$ cat config.mk
export PLATFORM = sky130hd
export DESIGN_NAME = tap_ctrl
export DESIGN_NICKNAME = d
export VERILOG_FILES = /design/src/rtl/tap_ctrl.sv
export SDC_FILE = /design/constraint.sdc
export NUM_CORES = 1
export LEC_CHECK = 0
export ABC_AREA = 1
export BUFFER_PORTS_ARGS = -buffer_cell sky130_fd_sc_hd__buf_2
export CAP_MARGIN = 20
export CORE_MARGIN = 3
export CORE_UTILIZATION = 40
export DETAILED_ROUTE_END_ITERATION = 8
export PLACE_DENSITY = 0.67
export SETUP_SLACK_MARGIN = 0.15
export SYNTH_ARGS = -nofsm -noshare
export SYNTH_HDL_FRONTEND = slang
export SYNTH_SLANG_ARGS = --single-unit
$ cat constraint.sdc
create_clock -name TCK -period 2 [get_ports TCK]
set_clock_uncertainty 0.15 [all_clocks]
set_input_delay 0.1 -clock TCK [delete_from_list [all_inputs] [get_ports TCK]]
set_output_delay 0.1 -clock TCK [all_outputs]
set_load 0.05 [all_outputs]
$ cat src/rtl/tap_ctrl.sv
// tap_ctrl: IEEE 1149.1 TAP controller (16-state FSM, IR, DR strobes, TDO mux).
// Ports: TCK/TRST clock + async active-low reset; TMS/TDI/TDO/TDO_en pins;
//   tlr_reset/CaptureDR/ShiftDR/UpdateDR strobes; bpr_select/ext_select DR selects;
//   bpr_tdo/ext_tdo serial DR returns; ir_out latched instruction.
// Option: define TAP_IDCODE_EN to add an internal 32-bit IDCODE DR.
module tap_ctrl #(
  parameter int                  IR_WIDTH   = 4,
  parameter logic [IR_WIDTH-1:0] BYPASS_OP  = '1,
  parameter logic [IR_WIDTH-1:0] EXT_OP     = IR_WIDTH'(4'b0010),
  parameter logic [IR_WIDTH-1:0] IDCODE_OP  = IR_WIDTH'(4'b0001),
  parameter logic [31:0]         IDCODE_VAL = 32'h1000_0001
) (
  input  logic                TCK,
  input  logic                TRST,
  input  logic                TMS,
  input  logic                TDI,
  output logic                TDO,
  output logic                TDO_en,
  output logic                tlr_reset,
  output logic                CaptureDR,
  output logic                ShiftDR,
  output logic                UpdateDR,
  output logic                bpr_select,
  output logic                ext_select,
  input  logic                bpr_tdo,
  input  logic                ext_tdo,
  output logic [IR_WIDTH-1:0] ir_out
);

  typedef enum logic [3:0] {
    S_TLR, S_RTI,
    S_SEL_DR, S_CAP_DR, S_SHIFT_DR, S_EXIT1_DR,
    S_PAUSE_DR, S_EXIT2_DR, S_UPD_DR,
    S_SEL_IR, S_CAP_IR, S_SHIFT_IR, S_EXIT1_IR,
    S_PAUSE_IR, S_EXIT2_IR, S_UPD_IR
  } state_t;

`ifdef TAP_IDCODE_EN
  localparam logic [IR_WIDTH-1:0] RST_OP = IDCODE_OP;
`else
  localparam logic [IR_WIDTH-1:0] RST_OP = BYPASS_OP;
`endif

  state_t              r_state;
  state_t              w_next;
  logic                r_tlr;
  logic                r_cap;
  logic                r_shift;
  logic                r_upd;
  logic [IR_WIDTH-1:0] r_ir_sh;
  logic [IR_WIDTH-1:0] r_ir;
  logic                r_tdo;
  logic                r_tdo_en;
  logic                w_ext_sel;
  logic                w_id_sel;
  logic                w_dr_tdo;

  always_comb begin
    w_next = S_TLR;
    unique case (r_state)
      S_TLR:      w_next = TMS ? S_TLR      : S_RTI;
      S_RTI:      w_next = TMS ? S_SEL_DR   : S_RTI;
      S_SEL_DR:   w_next = TMS ? S_SEL_IR   : S_CAP_DR;
      S_CAP_DR:   w_next = TMS ? S_EXIT1_DR : S_SHIFT_DR;
      S_SHIFT_DR: w_next = TMS ? S_EXIT1_DR : S_SHIFT_DR;
      S_EXIT1_DR: w_next = TMS ? S_UPD_DR   : S_PAUSE_DR;
      S_PAUSE_DR: w_next = TMS ? S_EXIT2_DR : S_PAUSE_DR;
      S_EXIT2_DR: w_next = TMS ? S_UPD_DR   : S_SHIFT_DR;
      S_UPD_DR:   w_next = TMS ? S_SEL_DR   : S_RTI;
      S_SEL_IR:   w_next = TMS ? S_TLR      : S_CAP_IR;
      S_CAP_IR:   w_next = TMS ? S_EXIT1_IR : S_SHIFT_IR;
      S_SHIFT_IR: w_next = TMS ? S_EXIT1_IR : S_SHIFT_IR;
      S_EXIT1_IR: w_next = TMS ? S_UPD_IR   : S_PAUSE_IR;
      S_PAUSE_IR: w_next = TMS ? S_EXIT2_IR : S_PAUSE_IR;
      S_EXIT2_IR: w_next = TMS ? S_UPD_IR   : S_SHIFT_IR;
      S_UPD_IR:   w_next = TMS ? S_SEL_DR   : S_RTI;
      default:    w_next = S_TLR;
    endcase
  end

  // Strobes are registered from the next state so they track r_state exactly.
  always_ff @(posedge TCK or negedge TRST) begin
    if (!TRST) begin
      r_state <= S_TLR;
      r_tlr   <= 1'b1;
      r_cap   <= 1'b0;
      r_shift <= 1'b0;
      r_upd   <= 1'b0;
    end else begin
      r_state <= w_next;
      r_tlr   <= (w_next == S_TLR);
      r_cap   <= (w_next == S_CAP_DR);
      r_shift <= (w_next == S_SHIFT_DR);
      r_upd   <= (w_next == S_UPD_DR);
    end
  end

  always_ff @(posedge TCK or negedge TRST) begin
    if (!TRST) begin
      r_ir_sh <= '0;
      r_ir    <= RST_OP;
    end else begin
      case (r_state)
        S_TLR:      r_ir    <= RST_OP;
        S_CAP_IR:   r_ir_sh <= IR_WIDTH'(2'b01);
        S_SHIFT_IR: r_ir_sh <= {TDI, r_ir_sh[IR_WIDTH-1:1]};
        S_UPD_IR:   r_ir    <= r_ir_sh;
        default:    ;
      endcase
    end
  end

  assign w_ext_sel = (r_ir == EXT_OP);

`ifdef TAP_IDCODE_EN
  logic [31:0] r_id;

  assign w_id_sel = (r_ir == IDCODE_OP) && !w_ext_sel;

  always_ff @(posedge TCK or negedge TRST) begin
    if (!TRST) begin
      r_id <= '0;
    end else if (w_id_sel) begin
      if (r_state == S_CAP_DR) begin
        r_id <= IDCODE_VAL;
      end else if (r_state == S_SHIFT_DR) begin
        r_id <= {TDI, r_id[31:1]};
      end
    end
  end
`else
  logic w_unused_id;

  assign w_id_sel    = 1'b0;
  assign w_unused_id = ^{IDCODE_OP, IDCODE_VAL};
`endif

  always_comb begin
    w_dr_tdo = bpr_tdo;
    unique case (1'b1)
      w_ext_sel: w_dr_tdo = ext_tdo;
`ifdef TAP_IDCODE_EN
      w_id_sel:  w_dr_tdo = r_id[0];
`endif
      default:   w_dr_tdo = bpr_tdo;
    endcase
  end

  // TDO changes on the falling edge so the pin is stable at the next rise.
  always_ff @(negedge TCK or negedge TRST) begin
    if (!TRST) begin
      r_tdo    <= 1'b0;
      r_tdo_en <= 1'b0;
    end else if (r_state == S_SHIFT_IR) begin
      r_tdo    <= r_ir_sh[0];
      r_tdo_en <= 1'b1;
    end else if (r_state == S_SHIFT_DR) begin
      r_tdo    <= w_dr_tdo;
      r_tdo_en <= 1'b1;
    end else begin
      r_tdo_en <= 1'b0;
    end
  end

  assign TDO        = r_tdo;
  assign TDO_en     = r_tdo_en;
  assign tlr_reset  = r_tlr;
  assign CaptureDR  = r_cap;
  assign ShiftDR    = r_shift;
  assign UpdateDR   = r_upd;
  assign ext_select = w_ext_sel;
  assign bpr_select = !w_ext_sel && !w_id_sel;
  assign ir_out     = r_ir;

endmodule
## Word-level counts from Yosys, hierarchy flattened

Index checks and enable logic that the tools add are counted.

| word-level totals | value |
|---|---|
| word-level logic and storage cells | 57 |
| register bits after elaboration | 18 |
| bits of input ports | 6 |

| operators by class | value |
|---|---|
| equality and inequality tests | 19 |
| mux-type cells | 20 |
| reduce and logical (&&, ||, !) cells | 9 |

Operators with widths:

| kind | count |
|---|---|
| $pmux 4 s12 | 1 |
| $eq 4x4->1 const B | 9 |
| $eq 4x3->1 const B | 5 |
| $eq 4x2->1 const B | 4 |
| $mux 4 | 4 |
| $pmux 4 s2 | 2 |
| $logic_not 4->1 | 2 |
| $mux 1 | 8 |
| $mux 2 | 3 |
| $mux 3 | 2 |
| $reduce_bool 2->1 | 3 |
| $eq 4x1->1 const B | 1 |
| $reduce_or 2->1 | 2 |
| $reduce_or 3->1 | 1 |
| $logic_not 1->1 | 1 |

## Depth between registers and ports, before layout

Gate-level depths: netlist of the first run.

| depth | value |
|---|---|
| word-level depth | 4 |
| mapped depth | 9 |

==> results of run 1 <==
## where the power goes
part           total (mW)  internal [mW]  leakage (nW)  switching, mW
registers           0.605          0.506         0.217         0.0985
logic                1.15          0.449         0.516          0.706
clock network       0.224          0.111        0.0210          0.113
total                1.98           1.07         0.754          0.917
## path summary, 6_finish.rpt
check | startpoint | end | slack (ps) | cells past startpoint
max in group asynchronous | TRST | TDO | 690 | 2
worst min register to register | r_ir_sh[3] | ir_out[3] | 390 | 2
min in group TCK | r_ir_sh[3] | ir_out[3] | 390 | 2
worst max-delay path | r_state[3] | TDO | -250 | 5
worst min-delay path | TRST | CaptureDR | 180 | 3
worst max register to register | r_state[3] | TDO | -250 | 5
## flip-flops by register name (all words and copies together) (netlist names)
signal     count
CaptureDR      1
r_state        4
ir_out         4
UpdateDR       1
TDO            1
tlr_reset      1
r_ir_sh        4
TDO_en         1
ShiftDR        1
## cells in the final DEF, fill, tap and decap left out
| cell type | n |
|---|---|
| a21oi_1 | 4 |
| a21oi_4 | 1 |
| a31oi_1 | 1 |
| buf_2 | 15 |
| buf_4 | 24 |
| buf_6 | 3 |
| clkbuf_4 | 3 |
| clkbuf_8 | 1 |
| dfrtn_1 | 2 |
| dfrtp_1 | 9 |
| dfrtp_2 | 2 |
| dfstp_2 | 5 |
| dlygate4sd3_1 | 3 |
| inv_1 | 15 |
| inv_2 | 7 |
| nand2_1 | 29 |
| nand2_2 | 6 |
| nand3_1 | 6 |
| nand4_1 | 2 |
| nor2_1 | 20 |
| nor2_2 | 1 |
| nor2_4 | 3 |
| nor3_2 | 1 |
| o21ai_0 | 3 |
| o21ai_1 | 3 |
| o22a_1 | 1 |
| o22ai_1 | 2 |
## routing by layer
| metal | GRT usage [%] | vias to the layer above |
|---|---|---|
| li1 | - | 483 |
| met1 | 21.6 | 425 |
| met2 | 28.7 | 25 |
| met3 | 3.81 | 6 |
| met4 | 9.54 | 0 |
| met5 | 0 | - |
## repair_timing
item	in CTS	in global routing
hold buffers	3	0
setup buffers	2	2
hold endpoints to repair	19	0
cloned	0	0
resized for setup	6	5
pin swaps	3	3
endpoints found under the setup margin	4	5
## critical path: cells and delay by family (launching register included)
| kind | cells | cell delay [ps] |
|---|---|---|
| flip-flops | 1 | 430 |
| buffers and inverters | 1 | 60 |
| AND/OR/NAND/NOR | 2 | 230 |
| AO/OA/AOI/OAI | 2 | 230 |
## cells by family (layout without fill, tap and decap cells)
kind of cell           after synthesis  in the layout
AO/OA/AOI/OAI                       15             15
buffers and inverters               23             71
flip-flops                          18             18
AND/OR/NAND/NOR                     68             68
## cell type report
class / instances / area share (%)
clock buffer: 4 / 2.71
sequential: 18 / 34.3
tap: 27 / 2.52
inverter: 22 / 6.17
timing repair buffer: 45 / 23.8
multi-input combinational: 83 / 30.5
==> results.cfg, run 1 <==
[sta]
setup_viol = 4
finalSetupTns_ps = -540
holdWs_ps = 184
slew_headroom_pct = 78.9
finalHoldViolations = 0
setup_ws_ps = -253
finalMaxSlewViolations = 0
worst_pin_slew_ps = 315
grt_setup_unrepaired = true

[worst_setup_path]
cp-end-kind = flip-flop
required_ps = 990
cp-start-kind = flip-flop
crit_slowest_cell = dfrtp_2
path_cells = inv_2 -> nor2_4 -> nand2_2 -> a21oi_4 -> a31oi_1
max_stage_delay_ps = 430
cp_data_arrival_time_ps = 1240
worst-setup-path-type = flip-flop to flip-flop
worstPathMaxFanout = 4

[route]
via_per_inst = 4.72
met1Wirelength_um = 1000
wl_per_cell_um = 11.3
num_vias = 939
drt_wl_total_um = 2260
route.detailed.drc = 0
detail-route-antenna-nets = 0
drt_pass1_iterations = 4
top_layer = met4
dr_wl_met3_um = 122
initialDrtViolationCount = 6
wl_met2_um = 1080

[clock_tree]
h-tree-depth = 1
clkLatencyLatePin_ps = 300
cts_buffer_depth = 2
clock_sinks = 18
numCtsBuffers = 3
cts_tree = yes
clock-root-buffer = clkbuf_4
cts.clk_slew.worst_paths_ps = 100

[place]
place_area_um2 = 1210
dp_slack_ps = -245
io_buffers = 17
gp_congestion = 0.870
dpl.hpwl_um = 1760
placedCellCount = 188

[pwr]
ir_drop_mv = 1.15
cellPowerDensity_nw_per_um2 = 1480
total_power_mw = 1.98
p_leak_nw = 0.754

[synthesis]
synth_edf_count = 0
synth-adder-area-share_pct = 0
synth_cell_types = 21
yosysTopAreaCell = dfrtp_1
yosys.area_share.simple_pct = 32.6
synth_top_area_share_pct = 29.3
ys_seq_elements = 18
synth.most_common_cell = nand2_1
yosys-top-cells-count = 29 x nand2_1, 21 x nor2_1, 15 x inv_1
netlist_instances = 124
synthFlopType = dfrtp_1
ys_seq_area_share_pct = 48.6
syn_avg_cell_area_um2 = 7.58
synth_compound_area_share_pct = 9.19
ys_top_cells_by_area = dfrtp_1 29%, dfstp_2 14%, nand2_1 12%
syn-num-nets = 130
yosys_warnings = 0
synth_top_family_by_area = simple AND/OR/NAND/NOR gates
synth-xor-area-share_pct = 0
muxShareOfSynthArea_pct = 0
synth_area_um2 = 940
async_reset_ff_share_pct = 100

[global_route]
grtUsageTotal_pct = 17.6
grt_max_degree = 17
grt_first_pass_wirelength_um = 3690
antenna_found_initial = 0
overflow = 0
grt_pass1_vias = 900

[final_layout]
nets = 179
design_area_um2 = 1340
drive_gt1_share_pct = 41.9
seq_area_um2 = 459
instances_no_fill = 199
antenna_cells = 0
final_core_util_pct = 64.3
syn2layout_area_growth_pct = 42.5
fill_cells = 181
multi_input_area_um2 = 408

[floorplan]
io_pins = 18
row_count = 16
dieArea_um2 = 2970
die_h_um = 54.5
initial_core_util_pct = 45.1
core_um2 = 2080
die_w_um = 54.5

[outcome]
status = finished with violations
violations = negative setup slack

[job]
cap_viol_max_count = 0

[worst_hold_path]
min_path_type = primary input to asynchronous set/reset pin
No activity file was read; power rests on OpenSTA's default activity.
==> inputs of run 2 (changes only) <==
CTS_BUF_LIST = sky130_fd_sc_hd__clkbuf_8   (was unset)
==> results.cfg, run 2 (synthesis results as in run 1) <==
[final_layout]
layout_commonest_cell = nand2_1
design_area_um2 = 1360
drive_gt1_share_pct = 41.9
nets = 179
layout_common_cells = 29 x nand2_1, 24 x buf_4, 20 x nor2_1
syn2layout_area_growth_pct = 44.5
instances_no_fill = 199
antenna_cells = 0

[sta]
finalMaxSlewViolations = 0
grt_setup_unrepaired = true
setup_ws_ps = -228
setup_viol = 4
holdWs_ps = 234
worst_pin_slew_ps = 319
finalSetupTns_ps = -420
slew_headroom_pct = 78.6
finalHoldViolations = 0

[worst_setup_path]
startpoint = r_state[3]
rr_startpoint = r_state[3]
r2r_slack_ps = -230
cp-end-kind = flip-flop
worst-setup-path-type = flip-flop to flip-flop
cp-start-kind = flip-flop
worstPathMaxFanout = 4
required_ps = 960
cp_data_arrival_time_ps = 1190

[route]
detail-route-antenna-nets = 0
initialDrtViolationCount = 18
wl_per_cell_um = 11.8
route.detailed.drc = 0
drt_pass1_iterations = 4
num_vias = 957
via_per_inst = 4.81
drt_wl_total_um = 2340

[place]
io_buffers = 17
place_area_um2 = 1210
placedCellCount = 188
dpl.hpwl_um = 1760
gp_congestion = 0.870

[global_route]
grt_pass1_vias = 901
overflow = 0
antenna_found_initial = 0
grtUsageTotal_pct = 17.7
grt_first_pass_wirelength_um = 3700
grt_max_degree = 17

[job]
cap_viol_max_count = 0

[pwr]
total_power_mw = 2.07
ir_drop_mv = 1.15
p_leak_nw = 0.762
cellPowerDensity_nw_per_um2 = 1520

[worst_hold_path]
min_path_type = primary input to asynchronous set/reset pin

[clock_tree]
clock_sinks = 18
h-tree-depth = 1
clock-root-buffer = clkbuf_8
numCtsBuffers = 3
clkLatencyLatePin_ps = 250
cts_tree = yes
cts_buffer_depth = 2
cts.clk_slew.worst_paths_ps = 70

[floorplan]
core_um2 = 2080
dieArea_um2 = 2970
die_h_um = 54.5
io_pins = 18
row_count = 16
die_w_um = 54.5
initial_core_util_pct = 45.1

[outcome]
violations = negative setup slack
status = finished with violations
-- run 2: cell counts in the layout (fill, tap and decap cells not counted) --
No cell type changed its count.
-- run 2: power breakdown --
part	internal (mW)	switching, mW	leakage [nW]
combinational	0.449	0.715	0.516
clock	0.175	0.122	0.0288
sequential	0.507	0.0993	0.217
-- run 2: through the flow --
stage,setup slack (ps),util (%)
floorplan,-989,-
global placement,-223,58.1
detailed placement,-245,58.1
CTS,-228,63.7
global route,-292,65.2
finish,-228,65.2
-- run 2: final timing paths --
path | to | cells past startpoint
worst max-delay path | TDO | 5
worst min-delay path | CaptureDR | 3
worst max register to register | TDO | 5
worst min register to register | ir_out[3] | 2
max in group asynchronous | TDO | 2
min in group TCK | ir_out[3] | 2
-- run 2: final cells by class --
cell class	count	area (µm²)
fillers	178	724
flip-flops and latches	18	459
multi-input cells	83	408
repair buffers	45	319
inverters	22	82.6
clock buffers	4	55.1
well taps	27	33.8
-- run 2: per-layer routing --
| layer | vias up | wire (µm) | GRT usage [%] |
|---|---|---|---|
| li1 | 484 | - | - |
| met4 | 0 | 52 | 9.54 |
| met1 | 431 | 1010 | 21.4 |
| met2 | 36 | 1150 | 29.7 |
| met3 | 6 | 133 | 3.00 |
| met5 | - | 0 | 0 |
-- run 2: repair_timing --
| item | 4_1_cts | 5_1_grt |
|---|---|---|
| hold endpoints to repair | 18 | 0 |
| setup endpoints to repair | 4 | 5 |
| pin swaps | 3 | 3 |
| hold buffers | 3 | 0 |
| gates resized for setup | 6 | 4 |
| buffers inserted | 2 | 2 |
-- run 2: worst max-delay path, stage by stage, from the launching register on --
cell and delay (ps):
dfrtp_2 420, inv_2 60, nor2_4 140, nand2_2 90, a21oi_4 140, a31oi_1 90
